[config.mk]
export PLATFORM = sky130hd
export DESIGN_NAME = ray_coord_issuer
export DESIGN_NICKNAME = d
export VERILOG_FILES = /design/src/rtl/ray_coord_issuer.sv
export SDC_FILE = /design/constraint.sdc
export NUM_CORES = 1
export LEC_CHECK = 0
export CORE_MARGIN = 2
export CORE_UTILIZATION = 56
export DETAILED_ROUTE_END_ITERATION = 12
export PLACE_DENSITY = 0.8
export SLEW_MARGIN = 20
export SYNTH_ARGS = -nofsm -noshare
export SYNTH_HDL_FRONTEND = slang
export SYNTH_SLANG_ARGS = --single-unit
[constraint.sdc]
create_clock -name clk -period 8.4 [get_ports clk]
set_input_delay 1.68 -clock clk [delete_from_list [all_inputs] [get_ports clk]]
set_output_delay 1.68 -clock clk [all_outputs]
set_load 0.005 [all_outputs]
[src/rtl/ray_coord_issuer.sv]
// ---------------------------------------------------------------------------
// ray_coord_issuer
//
// Front-end sequencer for ray_unit. Walks the screen in raster order and
// issues one signed fixed-point (screen_x, screen_y) pair per pixel as a
// one-cycle coords_valid pulse. ray_unit cannot stall, so issue is gated by
// an in-flight credit counter that is returned by ray_unit's result_valid.
// frame_done pulses once every issued ray of the frame has come back.
//
// Optional feature (macro RAY_COORD_ISSUER_PERF_EN):
//   frame_cycles : cycles from leaving IDLE up to and including the
//                  frame_done cycle, saturating, held until the next start.
//   stall_cycles : RUN cycles in which issue was blocked by a full credit
//                  counter.
//   Both are cleared by rst and by an accepted start.
//
// Ports:
//   clk           clock
//   rst           asynchronous, active-high reset
//   start         begin a frame (accepted only in IDLE)
//   result_valid  one pulse per ray returned by ray_unit
//   screen_x/y    signed fp coordinate of the issued pixel (held otherwise)
//   coords_valid  one-cycle pulse per issued pixel
//   pix_x/pix_y   integer column/row of the issued pixel (held otherwise)
//   inflight      number of outstanding rays
//   busy          high while a frame is running or draining
//   frame_done    one-cycle pulse at end of frame
//   credit_err    sticky: a result arrived while no ray was outstanding
// ---------------------------------------------------------------------------
module ray_coord_issuer #(
   parameter  int H_RES        = 640,
   parameter  int V_RES        = 480,
   parameter  int FP_WIDTH     = 32,
   parameter  int FRAC_BITS    = 16,
   parameter  int STEP_FP      = 273,
   parameter  int MAX_INFLIGHT = 8,
   localparam int PX_W         = (H_RES > 1) ? $clog2(H_RES) : 1,
   localparam int PY_W         = (V_RES > 1) ? $clog2(V_RES) : 1,
   localparam int IF_W         = $clog2(MAX_INFLIGHT + 1)
) (
   input  logic                       clk,
   input  logic                       rst,
   input  logic                       start,
   input  logic                       result_valid,
   output logic signed [FP_WIDTH-1:0] screen_x,
   output logic signed [FP_WIDTH-1:0] screen_y,
   output logic                       coords_valid,
   output logic [PX_W-1:0]            pix_x,
   output logic [PY_W-1:0]            pix_y,
   output logic [IF_W-1:0]            inflight,
   output logic                       busy,
   output logic                       frame_done,
   output logic                       credit_err
`ifdef RAY_COORD_ISSUER_PERF_EN
   ,
   output logic [31:0]                frame_cycles,
   output logic [31:0]                stall_cycles
`endif
);

   // Screen spans [-1,1] vertically; both starts truncate toward zero.
   localparam int X_START_I = -((H_RES - 1) * STEP_FP) / 2;
   localparam int Y_START_I = (H_RES > 0) ? ((V_RES - 1) * STEP_FP) / 2 : 0;

   localparam logic signed [FP_WIDTH-1:0] X_START = FP_WIDTH'(X_START_I);
   localparam logic signed [FP_WIDTH-1:0] Y_START = FP_WIDTH'(Y_START_I);
   localparam logic signed [FP_WIDTH-1:0] STEP    = FP_WIDTH'(STEP_FP);

   localparam logic [PX_W-1:0] PX_LAST = PX_W'(H_RES - 1);
   localparam logic [PY_W-1:0] PY_LAST = PY_W'(V_RES - 1);
   localparam logic [IF_W-1:0] IF_MAX  = IF_W'(MAX_INFLIGHT);

   if (MAX_INFLIGHT < 1 || FRAC_BITS >= FP_WIDTH) begin : g_param_check
      $error("ray_coord_issuer: illegal parameter combination");
   end

   typedef enum logic [1:0] {
      S_IDLE  = 2'd0,
      S_RUN   = 2'd1,
      S_DRAIN = 2'd2
   } state_t;

   state_t                      r_state;
   state_t                      w_state_nxt;
   logic                        w_frame_done_nxt;

   logic [PX_W-1:0]             r_pix_x;
   logic [PY_W-1:0]             r_pix_y;
   logic signed [FP_WIDTH-1:0]  r_x_acc;
   logic signed [FP_WIDTH-1:0]  r_y_acc;
   logic [IF_W-1:0]             r_inflight;

   logic                        r_coords_valid;
   logic signed [FP_WIDTH-1:0]  r_screen_x;
   logic signed [FP_WIDTH-1:0]  r_screen_y;
   logic [PX_W-1:0]             r_out_pix_x;
   logic [PY_W-1:0]             r_out_pix_y;
   logic                        r_frame_done;
   logic                        r_credit_err;

   logic                        w_start;
   logic                        w_issue;
   logic                        w_line_end;
   logic                        w_last;
   logic                        w_drain_empty;

   assign w_start    = (r_state == S_IDLE) && start;
   // Registered count only: a same-cycle return cannot enable an issue.
   assign w_issue    = (r_state == S_RUN) && (r_inflight < IF_MAX);
   assign w_line_end = (r_pix_x == PX_LAST);
   assign w_last     = w_issue && w_line_end && (r_pix_y == PY_LAST);
   // The last ray may be returning in this very cycle.
   assign w_drain_empty = (r_inflight == '0) ||
                          ((r_inflight == IF_W'(1)) && result_valid);

   // ------------------------------------------------------------------
   // FSM
   // ------------------------------------------------------------------
   always_ff @(posedge clk or posedge rst) begin
      if (rst) begin
         r_state <= S_IDLE;
      end else begin
         r_state <= w_state_nxt;
      end
   end

   always_comb begin
      // NOTE: every output of this block gets a default first, so no path
      // leaves a value unassigned and no latch is inferred.
      w_state_nxt      = r_state;
      w_frame_done_nxt = 1'b0;
      case (r_state)
         S_IDLE: begin
            if (start) w_state_nxt = S_RUN;
         end
         S_RUN: begin
            if (w_last) w_state_nxt = S_DRAIN;
         end
         S_DRAIN: begin
            if (w_drain_empty) begin
               w_state_nxt      = S_IDLE;
               w_frame_done_nxt = 1'b1;
            end
         end
         default: w_state_nxt = S_IDLE;
      endcase
   end

   // ------------------------------------------------------------------
   // Raster walk and coordinate accumulators
   // ------------------------------------------------------------------
   always_ff @(posedge clk or posedge rst) begin
      if (rst) begin
         // NOTE: sequential state uses non-blocking assignments only, so
         // every register samples the pre-edge value of its neighbours.
         r_pix_x <= '0;
         r_pix_y <= '0;
         r_x_acc <= '0;
         r_y_acc <= '0;
      end else if (w_start) begin
         r_pix_x <= '0;
         r_pix_y <= '0;
         r_x_acc <= X_START;
         r_y_acc <= Y_START;
      end else if (w_issue) begin
         if (w_line_end) begin
            r_pix_x <= '0;
            r_x_acc <= X_START;
            r_y_acc <= r_y_acc - STEP;
            r_pix_y <= w_last ? '0 : r_pix_y + PY_W'(1);
         end else begin
            r_pix_x <= r_pix_x + PX_W'(1);
            r_x_acc <= r_x_acc + STEP;
         end
      end
   end

   // ------------------------------------------------------------------
   // Issue registers: capture the current pixel, hold between pulses
   // ------------------------------------------------------------------
   always_ff @(posedge clk or posedge rst) begin
      if (rst) begin
         r_coords_valid <= 1'b0;
         r_screen_x     <= '0;
         r_screen_y     <= '0;
         r_out_pix_x    <= '0;
         r_out_pix_y    <= '0;
         r_frame_done   <= 1'b0;
      end else begin
         r_coords_valid <= w_issue;
         r_frame_done   <= w_frame_done_nxt;
         if (w_issue) begin
            r_screen_x  <= r_x_acc;
            r_screen_y  <= r_y_acc;
            r_out_pix_x <= r_pix_x;
            r_out_pix_y <= r_pix_y;
         end
      end
   end

   // ------------------------------------------------------------------
   // Credit counter. Issue is bounded by IF_MAX and a return at zero is
   // dropped, so the count can never wrap.
   // ------------------------------------------------------------------
   always_ff @(posedge clk or posedge rst) begin
      if (rst) begin
         r_inflight   <= '0;
         r_credit_err <= 1'b0;
      end else begin
         case ({w_issue, result_valid})
            2'b10: r_inflight <= r_inflight + IF_W'(1);
            2'b01: begin
               if (r_inflight != '0) begin
                  r_inflight <= r_inflight - IF_W'(1);
               end else begin
                  r_credit_err <= 1'b1;
               end
            end
            default: ;
         endcase
      end
   end

   assign screen_x     = r_screen_x;
   assign screen_y     = r_screen_y;
   assign coords_valid = r_coords_valid;
   assign pix_x        = r_out_pix_x;
   assign pix_y        = r_out_pix_y;
   assign inflight     = r_inflight;
   assign busy         = (r_state != S_IDLE);
   assign frame_done   = r_frame_done;
   assign credit_err   = r_credit_err;

`ifdef RAY_COORD_ISSUER_PERF_EN
   // ------------------------------------------------------------------
   // Performance counters. Each busy cycle adds one; the closing edge adds
   // one more so the frame_done cycle itself is included in the total.
   // ------------------------------------------------------------------
   logic [31:0] r_frame_cycles;
   logic [31:0] r_stall_cycles;
   logic [32:0] w_frame_sum;

   assign w_frame_sum = {1'b0, r_frame_cycles} + (w_frame_done_nxt ? 33'd2 : 33'd1);

   always_ff @(posedge clk or posedge rst) begin
      if (rst) begin
         r_frame_cycles <= '0;
         r_stall_cycles <= '0;
      end else if (w_start) begin
         r_frame_cycles <= '0;
         r_stall_cycles <= '0;
      end else begin
         if (r_state != S_IDLE) begin
            r_frame_cycles <= w_frame_sum[32] ? '1 : w_frame_sum[31:0];
         end
         if ((r_state == S_RUN) && (r_inflight == IF_MAX) && (r_stall_cycles != '1)) begin
            r_stall_cycles <= r_stall_cycles + 32'd1;
         end
      end
   end

   assign frame_cycles = r_frame_cycles;
   assign stall_cycles = r_stall_cycles;
`endif

endmodule

# Word level (Yosys, flattened, before mapping)
# Cells that the tools add are included.
# W data, S select, Z words.
word_totals:
  in_bits: 4
  regBits: 175
  output_inout_bits: 91
classes:
  bitwise: 1
  n_mux: 21
  reduce_logical: 17
  addsub: 6
  n_eq_ne: 11
  n_lt_le_gt_ge: 1
op_table:
  columns: ["operator", "n"]
  rows:
  - ["$mux W32", 6]
  - ["$mux W9", 4]
  - ["$add A32 B10 Y32 const B", 1]
  - ["$sub A32 B10 Y32 const B", 1]
  - ["$mux W10", 3]
  - ["$add A10 B1 Y10 const B", 1]
  - ["$eq A10 B10 Y1 const B", 1]
  - ["$add A9 B1 Y9 const B", 1]
  - ["$eq A9 B9 Y1 const B", 1]
  - ["$ne A2 B2 Y1 const B", 4]
  - ["$pmux W4 S2", 1]
  - ["$reduce_bool A2 Y1", 4]
  - ["$mux W2", 3]
  - ["$pmux W2 S3", 1]
  - ["$reduce_and A2 Y1", 3]
  - ["$logic_and A1 B1 Y1", 5]
  - ["$add A4 B1 Y4 const B", 1]
  - ["$eq A2 B1 Y1 const B", 2]
  - ["$eq A2 B2 Y1 const B", 2]
  - ["$eq A4 B1 Y1 const B", 1]
  - ["$logic_not A4 Y1", 1]
  - ["$lt A4 B4 Y1 const B", 1]
  - ["$mux W4", 1]
  - ["$reduce_bool A4 Y1", 1]
  - ["other kinds (6)", 7]

# Logic depth before layout (Yosys ltp)
# Gate-level depths: netlist of the first run.
logic_depth:
  word_depth: 8
  mapped_depth: 9
  depth_no_buf: 7

# Least setup slack after synthesis of the first run
# OpenSTA, ideal clock, no wires.
synth_path:
  path_kind: "input to register"
  from: "in start"
  to: "reg r_y_acc[1]"
  stages: 5
  n_path_buf: 3
  t_arrival_ns: 2.848
  setup_slack_ns: 5.406
  required_time_ns: 8.254
  path_cell_list: "nand2_1 -> buf_2 -> clkbuf_1 -> clkbuf_1 -> o211ai_1"
synth_between:
  elab_chain_len: 3
synth_lines:
  columns: ["item", "line_no", "source"]
  rows:
  - ["from (decl)", "43", "input logic start,"]
  - ["$logic_and A1 B1 Y1 (*)", "107", "assign w_start = (r_state == S_IDLE) && start;"]
  - ["$reduce_bool A2 Y1 (no source line)", null, null]
  - ["$reduce_and A2 Y1 (no source line)", null, null]
  - ["to (signal assigned)", "169", "r_y_acc <= r_y_acc - STEP;"]
  - ["to (decl)", "90", "logic signed [FP_WIDTH-1:0] r_y_acc;"]
# Every way passes the cells marked *; elsewhere a longest branch is shown, timed or not.
# A chain may end at the register's enable or synchronous reset.

# Worst setup path in the final report of the first run
layout_path:
  from: "in start"
  to: "reg r_x_acc[24]"
layout_between:
  elab_chain_len: 2
layout_lines:
  columns: ["item", "line_no", "source"]
  rows:
  - ["$logic_and A1 B1 Y1 (*)", "107", null]
  - ["$mux W32 or $reduce_bool A2 Y1 (tied branches)", null, null]
  - ["to (signal assigned)", "173", "r_x_acc <= r_x_acc + STEP;"]
  - ["to (decl)", "89", "logic signed [FP_WIDTH-1:0] r_x_acc;"]
# Marked as above.

==> metrics.txt, run 1 <==
run status finished, final reports clean; last weighted congestion value of the routability-driven placer 0.811; Warnings, synthesis 0; maximum clock frequency 274 MHz; routed via count 6273; synthesized-area fraction occupied by adder cells 1.09%; post-placement cell area 0.00904 mm^2; crit path cell chain clkdlybuf4s50_1 -> nand2b_1 -> a21o_1 -> or3_1 -> or4_1 -> nand3_1; total gr overflow 0; total of buffers placed on input and output ports 94; register clock-pin slew on the reported worst setup and hold paths 0.06 ns; Slew Limit Headroom 30.8%; most numerous cell in the Yosys netlist sky130_fd_sc_hd__nand2_1; proportion of synthesized flip-flops having asynchronous set or reset 100%; violation count after the first detailed-route iteration 498; startpoint of the most critical register-to-register path r_state[0]; post-synthesis sequential element count 175; power density relative to cell area 314 mW/mm^2; Initial Utilization 57.6%; average cell area after synthesis 9.47 um^2; fraction of the yosys area taken by sequential cells 54.6%; Critical Path Sink r_x_acc[24]; pin count of the biggest net entering global routing 110; main combinational cell family by area after synthesis simple AND/OR/NAND/NOR gates; clock tree from TritonCTS yes; Setup TNS 0 ns; number of distinct standard cells referenced by the synthesized netlist 61; Cells after Synth 847; path length in cells of the critical path 6; Worst Reg2Reg Path Length in Cells 7; unrepaired setup endpoints after global routing false; vertical die dimension 124 um; Crit path required time 8.77 ns; CTS Buffer Depth 2; number of max-slew violations in the final report 0; number of instances resized during post-cts repair 0; fraction of synthesized cell area taken by the top area cell type 54.6%; area fraction in and, or, nand and nor cells after synthesis 26.9%; summed area of non-filler cells in the final layout 0.00963 mm^2; source of the critical timing path start; post-synthesis cell type with the largest combined area sky130_fd_sc_hd__dfrtp_1; mux contribution to synthesized area 0.125%; number of vias per cell 5.63; number of max-cap violations 0; Post-CTS Repair Setup Buffers 0; number of hold violations in the final report 0; post-route fraction of the period consumed by the critical path 43.5%; number of synthesized flops with an enable pin 0; number of rows created at floorplan 43; Net count, final 932; number of fill cells 1062; half-perimeter wire length after placement 11200 um; final routed DRC violation total 0; Crit-path slowest cell sky130_fd_sc_hd__or3_1; compound-cell area share of the yosys netlist 7.68%; Worst Setup End Kind flip-flop; area taken by multi-input logic gates 0.00340 mm^2; sum of routed wire length over all layers 17800 um; number of clock buffers inserted by TritonCTS 17; reg-to-reg slack, setup 5.03 ns; Worst Path Arrival 4.02 ns; number of endpoints failing setup at the final stage 0; top flip-flop cell by instance count after synthesis sky130_fd_sc_hd__dfrtp_1; number of top-level pins 95; Crit Path Class input port to flip-flop; # diodes 0; count of H-tree levels built during CTS 4; leakage dissipation 4.33 nW; fraction of layout instances using a drive strength above 1 6.64%; worst ir drop on vdd 0.168 mV; Clk Latency, worst-skew pair 0.43 ns; synthesized area 0.00802 mm^2; end of the worst register-to-register path r_x_acc[19]; area grow syn2layout 20.1%; die area 0.0153 mm^2; clock tree skew after final layout 0.00927 ns; root cell of the clock tree sky130_fd_sc_hd__clkbuf_16; # hold bufs at CTS 0; global-route wire length before repair 29600 um; Sink Count 175; core area 0.0139 mm^2; initial antenna violation count 0; floorplan die width 124 um; sum of buffers and inverters on the critical path 1; number of global-route vias before repair 6027; final core utilization 69.1%; area occupied by registers 0.00438 mm^2; kind of cell with the highest combined delay on the critical path simple AND/OR/NAND/NOR gates; per-cell routed wire length 15.9 um; GR Util All Layers 24.7%; Worst Tran Pin Value 1.04 ns; Final Critical Period 3.65 ns; xor and xnor area share after synthesis 6.66%; largest incremental delay on the critical path 0.57 ns; number of nets still failing antenna checks after routing 0; peak fanout along the critical path 32; Detailed Routing Iterations Pass 1 5; CP startpoint kind input port; cell types occupying the most area after synthesis sky130_fd_sc_hd__dfrtp_1 (55%), sky130_fd_sc_hd__nand2_1 (14%), sky130_fd_sc_hd__xnor2_1 (5.9%); most frequent cells after synthesis sky130_fd_sc_hd__nand2_1 (293), sky130_fd_sc_hd__dfrtp_1 (175), sky130_fd_sc_hd__xnor2_1 (54); kind of path behind the tightest hold check flip-flop to flip-flop; nets in the synthesized netlist 858
-- area by class of cell --
cell class,instances,share of cell area [%]
Sequential cell,175,45.5
Multi-Input combinational cell,616,35.3
Timing Repair Buffer,99,10.2
Clock buffer,22,4.71
Tap cell,180,2.34
Clock inverter,10,1.43
Inverter,12,0.571
-- logic make-up (layout without fill, tap and decap cells) --
group | Yosys count | after routing
buf+inv | 56 | 143
simple gates | 467 | 467
compound gates | 80 | 80
flops | 175 | 175
fa+ha+maj | 7 | 7
mux | 1 | 1
xor+xnor | 61 | 61
-- through the flow --
| step | hold slack, ns | worst slack [ns] | power [W] | std cells |
|---|---|---|---|---|
| 3_3_place_gp | 0.450 | 4.42 | 0.00220 | 1082 |
| 3_5_place_dp | 0.462 | 4.35 | 0.00224 | 1082 |
| 2_1_floorplan | 0.454 | 1.97 | 0.00177 | 847 |
| 6_report | 0.472 | 4.75 | 0.00302 | 1114 |
| 4_1_cts | 0.477 | 4.80 | 0.00304 | 1114 |
| 5_1_grt | 0.494 | 4.70 | 0.00321 | 1114 |
-- per-layer routing --
metal / wire [um] / GRT usage (%) / up-vias
li1: - / - / 2983
met1: 7860 / 34.0 / 3090
met2: 8820 / 39.9 / 179
met3: 787 / 3.75 / 21
met4: 297 / 9.80 / 0
met5: 0 / 0 / -
-- registers in the layout, summed over array words and instances, names as in the netlist --
signal and count:
r_y_acc 32, r_pix_y 9, screen_x 32, r_pix_x 10
screen_y 32, r_x_acc 32, pix_x 10, inflight 4
r_state 2, pix_y 9, credit_err 1, coords_valid 1
frame_done 1
-- worst min-delay path, delay by kind of cell, from the launching register on --
family | cells | cell delay [ns]
and+or+nand+nor | 2 | 0.11
DFF | 1 | 0.34
-- where the power goes --
| group | internal (W) | leakage (nW) | switching, W |
|---|---|---|---|
| clock network | 0.000475 | 0.284 | 0.000323 |
| registers | 0.00107 | 2.09 | 0.000183 |
| logic | 0.000471 | 1.96 | 0.000506 |
-- worst min path at each step --
stage	start	endpoint	slack [ns]	cells past startpoint
2_1_floorplan	r_x_acc[29]	screen_x[29]	0.45	2
3_3_place_gp	credit_err	credit_err	0.45	1
3_5_place_dp	screen_x[6]	screen_x[6]	0.46	2
4_1_cts	screen_x[6]	screen_x[6]	0.48	2
5_1_grt	screen_x[4]	screen_x[4]	0.49	2
6_report	screen_x[23]	screen_x[23]	0.47	2
-- cells in the final DEF (no fill, tap or decap), types with 7 or more instances in the layout --
master	synthesis	routed
sky130_fd_sc_hd__nand2_1	293	293
sky130_fd_sc_hd__nand4_1	8	8
sky130_fd_sc_hd__nor4_1	17	17
sky130_fd_sc_hd__ha_1	7	7
sky130_fd_sc_hd__o21ai_0	16	16
sky130_fd_sc_hd__a21oi_1	14	14
sky130_fd_sc_hd__inv_1	11	10
sky130_fd_sc_hd__xor2_1	7	7
sky130_fd_sc_hd__nor3_1	12	12
sky130_fd_sc_hd__clkbuf_16	0	17
sky130_fd_sc_hd__and4_1	7	7
sky130_fd_sc_hd__nand3_1	23	23
sky130_fd_sc_hd__or3_1	13	13
sky130_fd_sc_hd__nor2_1	53	53
sky130_fd_sc_hd__clkdlybuf4s50_1	0	94
sky130_fd_sc_hd__dfrtp_1	175	175
sky130_fd_sc_hd__xnor2_1	54	54
Power figures use the tool's default switching activity.
==> run 2: changes to the inputs <==
Settings changed: CORE_UTILIZATION 56 to 51, PLACE_DENSITY 0.8 to 0.77.
Clock period 8.4 ns to 3.3 ns, I/O delays scaled along.
==> metrics.txt, run 2 (synthesized netlist as in run 1, its figures left out) <==
Post-CTS Repair Setup Buffers 0 (unchanged); number of hold violations in the final report 0 (unchanged); internal power of the cells 0.00517 W (+160%); Crit path required time 3.61 ns (-5.16 ns); pin count of the biggest net entering global routing 119 (+8.2%); power density relative to cell area 794 mW/mm^2 (+150%); initial antenna violation count 0 (unchanged); floorplan die width 129 um (+4.6%); CTS Buffer Depth 2 (unchanged); Slew Limit Headroom 35.4% (+4.6 points); worst ir drop on vdd 0.405 mV (+140%); register clock-pin slew on the reported worst setup and hold paths 0.06 ns (about the same); highest routed layer met4; Sink Count 175 (unchanged); number of rows created at floorplan 45 (+4.7%); Crit-path slowest cell sky130_fd_sc_hd__dfrtp_1; kind of cell with the highest combined delay on the critical path simple AND/OR/NAND/NOR gates; total of buffers placed on input and output ports 94 (unchanged); global-route wire length before repair 30200 um (+2.3%); Worst Path Arrival 2.76 ns (-1.26 ns); largest incremental delay on the critical path 0.47 ns (-0.10 ns); leakage dissipation 4.37 nW (+0.79%); number of fill cells 1237 (+16%); Clk Latency, worst-skew pair 0.43 ns (about the same); root cell of the clock tree sky130_fd_sc_hd__clkbuf_16; highest-count cells in the layout ignoring fill and taps sky130_fd_sc_hd__nand2_1 (293), sky130_fd_sc_hd__dfrtp_1 (175), sky130_fd_sc_hd__clkdlybuf4s50_1 (94), sky130_fd_sc_hd__xnor2_1 (54), sky130_fd_sc_hd__nor2_1 (53); kind of path behind the tightest hold check flip-flop to flip-flop; violation count after the first detailed-route iteration 427 (-14%); per-cell routed wire length 15.4 um (-3.4%); number of max-slew violations in the final report 0 (unchanged); die area 0.0167 mm^2 (+9.5%); unrepaired setup endpoints after global routing false; GR Util All Layers 22.7% (-2.0 points); half-perimeter wire length after placement 11400 um (+1.3%); routed via count 6216 (-0.91%); share of power burned in registers 41.1% (-0.2 points); Worst Setup End Kind flip-flop; Combinational Power Share 32.2% (about the same); core area 0.0153 mm^2 (+9.5%); number of instances resized during post-cts repair 0 (unchanged); number of global-route vias before repair 6172 (+2.4%); number of top-level pins 95 (unchanged); area grow syn2layout 21.8%; clock network fraction of design power 26.8% (+0.4 points); sum of routed wire length over all layers 17700 um (-0.22%); Crit Path Class flip-flop to flip-flop; # diodes 0 (unchanged); Net count, final 938 (+0.64%); number of nets still failing antenna checks after routing 0 (unchanged); vertical die dimension 129 um (+4.6%); Worst Tran Pin Value 0.970 ns (-0.0683 ns); sum of buffers and inverters on the critical path 1 (unchanged); routed metal-1 wire length 8180 um (+4.1%); Detailed Routing Iterations Pass 1 4 (-1); run status finished, final reports clean; DR WL met3 748 um (-5.0%); final core utilization 64.0% (-5.1 points); CP startpoint kind flip-flop; number of clock buffers inserted by TritonCTS 17 (unchanged); Pwr Total 0.00775 W (+160%); total gr overflow 0 (unchanged); crit path cell chain ha_1 -> and2_1 -> nand4_4 -> buf_4 -> a211oi_2 -> xnor2_1 -> nor2_1; Setup TNS 0 ns (unchanged); final routed DRC violation total 0 (unchanged); clock tree from TritonCTS yes; number of max-cap violations 0 (unchanged); Initial Utilization 52.6% (-5.0 points); sw power 0.00258 W (+160%); count of H-tree levels built during CTS 4 (unchanged); Final Critical Period 2.45 ns; length of routed met2 wiring 8490 um (-3.8%); last weighted congestion value of the routability-driven placer 0.826 (+1.8%); clock tree skew after final layout 0.00703 ns (-0.00224 ns); number of vias per cell 5.40 (-4.1%); maximum clock frequency 408 MHz; most common cell after layout, fill and taps aside sky130_fd_sc_hd__nand2_1; fraction of layout instances using a drive strength above 1 7.55% (+0.92 points); # hold bufs at CTS 0 (unchanged); net switching share of the total power 33.3% (-0.14 points); number of endpoints failing setup at the final stage 0 (unchanged); peak fanout along the critical path 20 (-38%); post-route fraction of the period consumed by the critical path 74.3%
run 2: worst register-to-register path, delay by kind of cell, from the launching register on:
kind | cells | cell delay (ns)
simple gates | 3 | 0.86
flops | 1 | 0.47
buf+inv | 1 | 0.36
fa+ha+maj | 1 | 0.26
compound gates | 1 | 0.24
xor+xnor | 1 | 0.15
run 2: path summary, 6_finish.rpt:
| check | start | slack [ns] | end | depth (start not counted) |
|---|---|---|---|---|
| max in group asynchronous | rst | 1.99 | r_y_acc[8] | 3 |
| min reg2reg | credit_err | 0.47 | credit_err | 1 |
| min | credit_err | 0.47 | credit_err | 1 |
| max | r_pix_x[0] | 0.85 | r_pix_y[6] | 7 |
| min in group asynchronous | rst | 0.69 | inflight[0] | 3 |
| max reg2reg | r_pix_x[0] | 0.85 | r_pix_y[6] | 7 |
run 2: area by class of cell:
type	instances	area, um^2	area share (%)
Multi-Input combinational cell	616	3400	34.9
Inverter	12	53.8	0.551
Tap cell	211	264	2.70
Clock buffer	20	457	4.68
Timing Repair Buffer	105	1050	10.7
Clock inverter	12	159	1.63
Sequential cell	175	4380	44.8
run 2: power groups by stage:
stage                     Clock (W)  Combinational [W]  Sequential (W)
after floorplan                   0            0.00137         0.00315
after CTS                   0.00211            0.00254         0.00318
final                       0.00207            0.00249         0.00318
after global placement            0            0.00246         0.00320
after global routing        0.00220            0.00282         0.00326
after detailed placement          0            0.00252         0.00321
run 2: per-stage QoR:
step / setup slack (ns) / area [um^2] / hold slack, ns / std cells
detailed placement: 0.684 / 9150 / 0.455 / 1119
finish: 0.848 / 9770 / 0.466 / 1151
floorplan: 0.401 / 8020 / 0.454 / 847
global route: 0.644 / 9770 / 0.483 / 1151
global placement: 0.746 / 9150 / 0.447 / 1119
CTS: 0.857 / 9770 / 0.469 / 1151
run 2: routing by layer:
layer	track usage, %	vias to the layer above
met5	0	-
met4	7.61	0
met3	4.62	26
met2	36.7	150
met1	31.0	3031
li1	-	3009
